$ cat src/rtl/serial_subtractor_pkg.sv
// Shared definitions for the bit-serial subtractor: FSM state encoding and
// the width helper used to size the bit counter.
package serial_subtractor_pkg;

    typedef enum logic [1:0] {
        IDLE = 2'd0,
        RUN  = 2'd1,
        DONE = 2'd2
    } state_t;

    // Bits needed to count 0..value-1; never less than one bit.
    function automatic int clog2(input int value);
        int r;
        int v;
        r = 0;
        v = value - 1;
        while (v > 0) begin
            r = r + 1;
            v = v >>> 1;
        end
        return (r < 1) ? 1 : r;
    endfunction

endpackage

$ cat src/rtl/serial_subtractor_full_subtractor.sv
// One-bit full subtractor cell: d = a - b - bin, with borrow-out.
// Purely combinational; the serial subtractor iterates it in time.
module full_subtractor (
    input  logic a,
    input  logic b,
    input  logic bin,
    output logic d,
    output logic bout
);

    assign d    = a ^ b ^ bin;
    assign bout = (~a & b) | (~(a ^ b) & bin);

endmodule

$ cat src/rtl/serial_subtractor.sv
// Bit-serial LSB-first subtractor D = A - B over WIDTH clock cycles.
// start is accepted in IDLE or DONE; busy is high while running; done pulses
// for one cycle when D/Bout/V are updated. D/Bout/V hold until the next result.
// Optional feature: define SERIAL_SUB_OVF_EN to build signed-overflow output V;
// otherwise V is tied low and no operand-MSB capture registers exist.
module serial_subtractor
    import serial_subtractor_pkg::*;
#(
    parameter int WIDTH = 8
) (
    input  logic             clk,
    input  logic             rst,
    input  logic             start,
    input  logic [WIDTH-1:0] A,
    input  logic [WIDTH-1:0] B,
    output logic             busy,
    output logic             done,
    output logic [WIDTH-1:0] D,
    output logic             Bout,
    output logic             V
);

    localparam int CNT_W = clog2(WIDTH);
    localparam logic [CNT_W-1:0] LAST = CNT_W'(WIDTH - 1);

    state_t           state;
    state_t           state_next;
    logic [CNT_W-1:0] cnt;
    logic             borrow;
    // a_sh doubles as the result register: each difference bit enters at the
    // MSB while the minuend drains out of the LSB, so after WIDTH shifts it
    // holds the LSB-aligned difference.
    logic [WIDTH-1:0] a_sh;
    logic [WIDTH-1:0] b_sh;
    logic             accept;
    logic             last;
    logic             d_bit;
    logic             br_next;

    full_subtractor u_cell (
        .a   (a_sh[0]),
        .b   (b_sh[0]),
        .bin (borrow),
        .d   (d_bit),
        .bout(br_next)
    );

    assign accept = (state != RUN) && start;
    assign last   = (cnt == LAST);
    assign busy   = (state == RUN);
    assign done   = (state == DONE);

    // Next-state logic: IDLE/DONE accept start, RUN ends on the last bit.
    always_comb begin
        state_next = state;
        case (state)
            IDLE:    if (start) state_next = RUN;
            RUN:     if (last) state_next = DONE;
            DONE:    state_next = start ? RUN : IDLE;
            default: state_next = IDLE;
        endcase
    end

    // State register.
    always_ff @(posedge clk) begin
        if (rst) state <= IDLE;
        else     state <= state_next;
    end

    // Operand shift registers: load on accepted start, shift each RUN cycle.
    always_ff @(posedge clk) begin
        if (accept) begin
            a_sh <= A;
            b_sh <= B;
        end else if (state == RUN) begin
            a_sh <= {d_bit, a_sh[WIDTH-1:1]};
            b_sh <= {1'b0, b_sh[WIDTH-1:1]};
        end
    end

    // Bit counter and borrow flip-flop.
    always_ff @(posedge clk) begin
        if (rst) begin
            cnt    <= '0;
            borrow <= 1'b0;
        end else if (accept) begin
            cnt    <= '0;
            borrow <= 1'b0;
        end else if (state == RUN) begin
            cnt    <= cnt + CNT_W'(1);
            borrow <= br_next;
        end
    end

    // Result commit on the last processing edge, including the final bit.
    always_ff @(posedge clk) begin
        if (rst) begin
            D    <= '0;
            Bout <= 1'b0;
        end else if ((state == RUN) && last) begin
            D    <= {d_bit, a_sh[WIDTH-1:1]};
            Bout <= br_next;
        end
    end

`ifdef SERIAL_SUB_OVF_EN
    logic a_msb;
    logic b_msb;

    // Capture operand sign bits at the accepted start.
    always_ff @(posedge clk) begin
        if (accept) begin
            a_msb <= A[WIDTH-1];
            b_msb <= B[WIDTH-1];
        end
    end

    // Signed overflow: operand signs differ and the result sign differs from A.
    always_ff @(posedge clk) begin
        if (rst)                         V <= 1'b0;
        else if ((state == RUN) && last) V <= (a_msb ^ b_msb) & (a_msb ^ d_bit);
    end
`else
    assign V = 1'b0;
`endif

endmodule

$ cat config.mk
export PLATFORM = sky130hd
export DESIGN_NAME = serial_subtractor
export DESIGN_NICKNAME = d
export VERILOG_FILES = /design/src/rtl/serial_subtractor_pkg.sv /design/src/rtl/serial_subtractor_full_subtractor.sv /design/src/rtl/serial_subtractor.sv
export SDC_FILE = /design/constraint.sdc
export NUM_CORES = 1
export LEC_CHECK = 0
export ABC_AREA = 1
export ABC_CLOCK_PERIOD_IN_PS = 1290
export BUFFER_PORTS_ARGS = -buffer_cell sky130_fd_sc_hd__buf_2
export CAP_MARGIN = 0
export CELL_PAD_IN_SITES_DETAIL_PLACEMENT = 1
export CELL_PAD_IN_SITES_GLOBAL_PLACEMENT = 2
export CORE_MARGIN = 3
export CORE_UTILIZATION = 28
export DETAILED_ROUTE_END_ITERATION = 16
export PLACE_DENSITY = 0.78
export SLEW_MARGIN = 30
export SYNTH_ARGS = -nofsm -noshare
export SYNTH_HDL_FRONTEND = slang
export SYNTH_SLANG_ARGS = --single-unit
$ cat constraint.sdc
create_clock -name clk -period 1.29 [get_ports clk]
set_input_delay 0.258 -clock clk [delete_from_list [all_inputs] [get_ports clk]]
set_output_delay 0.258 -clock clk [all_outputs]
set_load 0.05 [all_outputs]
==> impl_metrics.env <==
export IMPL_status="completed"
export IMPL_critPathMaxStageDelay_ns=0.37
export IMPL_die_area_um2=5990
export IMPL_clock_skew_ns=0.00809
export IMPL_rows=25
export IMPL_timing_final_crit_share_pct=99.1
export IMPL_rsz0062_at_grt="yes"
export IMPL_synth_nets=193
export IMPL_path_class="reg2out"
export IMPL_tns_ns=0
export IMPL_vias=1182
export IMPL_yosysSeqAreaShare_pct=54.7
export IMPL_final_min_clock_period_ns=1.28
export IMPL_die_x_um=77.4
export IMPL_io_buffer_count=29
export IMPL_power_density_nw_per_um2=1190
export IMPL_diodes=0
export IMPL_final_common_cell="nand2_1"
export IMPL_drt_total_wl_mm=3.40
export IMPL_clock_root_buffer="clkbuf_8"
export IMPL_start_kind="flip-flop"
export IMPL_grt_pass1_wl_mm=5.49
export IMPL_totalPowerFinal_mw=2.17
export IMPL_max_cap_viol_count=0
export IMPL_synthDistinctLibCells=18
export IMPL_drive_gt1_share_pct=30.0
export IMPL_place_inst=265
export IMPL_ctsLongestPathBuffers=2
export IMPL_cts_num_sinks=31
export IMPL_numCtsBuffers=5
export IMPL_setup_viol=0
export IMPL_firstDrtPassIters=4
export IMPL_drc=0
export IMPL_hold_path_class="in2reg"
export IMPL_worstPathCellList="inv_4 -> nor2_4 -> buf_6"
export IMPL_grt_overflow_total=0
export IMPL_final_net_count=231
export IMPL_cts_tree="yes"
export IMPL_grt_total_usage_pct=11.7
export IMPL_fin_cells=277
export IMPL_slew_viol_final=0
export IMPL_arrival_ns=1.02
export IMPL_h_tree_depth=2
export IMPL_netlist_area_um2=1430
export IMPL_path_max_fanout=4
export IMPL_final_cell_mix="nand2_1 (59), buf_2 (27), nor2_1 (21)"
export IMPL_yosys_warnings=0
export IMPL_die_y_um=77.4
export IMPL_wl_per_cell_um=12.3
export IMPL_grt_pass1_vias=1166
export IMPL_gp_congestion=0.723
export IMPL_design_core_area_um2=4820
export IMPL_cts_hold_buf=0
export IMPL_vias_per_cell=4.27
export IMPL_timing_fmax_mhz=782
export IMPL_end_kind="primary output"
export IMPL_power_leakage_nw=0.887
export IMPL_detail_route_antenna_nets=0
export IMPL_cp_slowest_cell="dfxtp_4"
export IMPL_ir_worst_vdd_mv=0.499
export IMPL_io_pin_count=31
export IMPL_clock_latency_ns=0.28
export IMPL_antenna_found_initial=0
export IMPL_ys_seq_elements=31
export IMPL_drtIter0Drc=49
export IMPL_path_clk_slew_ns=0.06
export IMPL_crit_required_ns=1.03
export IMPL_place_hpwl_mm=2.33
export IMPL_area_growth_pct=27.8
export IMPL_syn_inst=171
export IMPL_grt_max_degree=19
export IMPL_hold_viol=0
export IMPL_syn_avg_cell_area_um2=8.34
export IMPL_initial_utilization_pct=29.6
==> registers in the layout, indices dropped and copies added (netlist names) <==
signal,cells
b_sh,8
state,2
Bout,1
borrow,1
cnt,3
D,8
a_sh,8
==> layer usage <==
layer  vias up  part of all wire, %  routed length, um  track usage (%)
li1        601                    -                  -                -
met1       538                   46               1560             15.1
met2        38                   46               1580             18.4
met3         5                  6.6                223             3.71
met4         0                  1.1                 37             4.27
met5         -                    0                  0                0
==> final timing paths <==
check                           cells past startpoint     start  slack, ns  endpoint
worst max-delay path                                3  state[0]       0.01      busy
worst min-delay path                                2       rst       0.20  state[1]
worst min register to register                      2      Bout       0.48      Bout
worst max register to register                      4   b_sh[0]       0.05   a_sh[7]
==> where the power goes <==
| part | internal (mW) | leakage [nW] | switching, mW | total (mW) |
|---|---|---|---|---|
| Clock | 0.370 | 0.0426 | 0.349 | 0.719 |
| Sequential | 1.13 | 0.287 | 0.0390 | 1.17 |
| Combinational | 0.112 | 0.558 | 0.168 | 0.280 |
==> through the flow <==
| stage | area, um2 | util, % | hold slack [ns] | worst slack (ns) |
|---|---|---|---|---|
| after detailed placement | 1640 | 34.1 | 0.459 | -0.0141 |
| after CTS | 1740 | 36.2 | 0.170 | -0.0103 |
| after global placement | 1640 | 34.1 | 0.457 | 0.0310 |
| after global routing | 1820 | 37.8 | 0.194 | -0.0318 |
| after floorplan | 1440 | - | 0.320 | -0.0881 |
| final | 1820 | 37.8 | 0.197 | 0.0117 |
==> worst max-delay path, delay by kind of cell, from the launching register on <==
family	cells	cell delay, ns
DFF	1	0.37
buffers and inverters	2	0.22
and+or+nand+nor	1	0.15
==> cells by family (layout without fill, tap and decap cells) <==
kind of cell / Yosys count / count (layout) / synth area share, %
AOI/OAI and AO/OA: 1 / 1 / 0.351
adders and majority gates: 3 / 3 / 3.16
buffers and inverters: 28 / 66 / 10.2
DFF: 31 / 31 / 54.7
other: 1 / 1 / 0.263
and+or+nand+nor: 107 / 108 / 31.3
==> area by class of cell <==
class,instances,area (um2)
multi-input combinational,113,563
fill,621,2990
timing repair buffer,38,225
inverter,20,80.1
sequential,31,790
clock buffer,6,72.6
tap,67,83.8
clock inverter,2,8.76
==> what timing repair did <==
action,in CTS,in global routing
gates cloned,0,1
gates resized for setup,7,14
pin swaps,2,4
buffers inserted,0,3
setup endpoints to repair,4,27
==> cells in the mapped netlist, drive strengths merged <==
cell    number  area, um2
ha           2       25.0
clkinv       1       3.75
fa           1       20.0
dfxtp       15        300
edfxtp      16        480
nand2       62        238
inv         19       71.3
conb         1       3.75
nor2        24       90.1
nand3       20        113
a21oi        1       5.00
or2          1       6.26
buf          8       70.1
(Power assumes the default switching activity.)
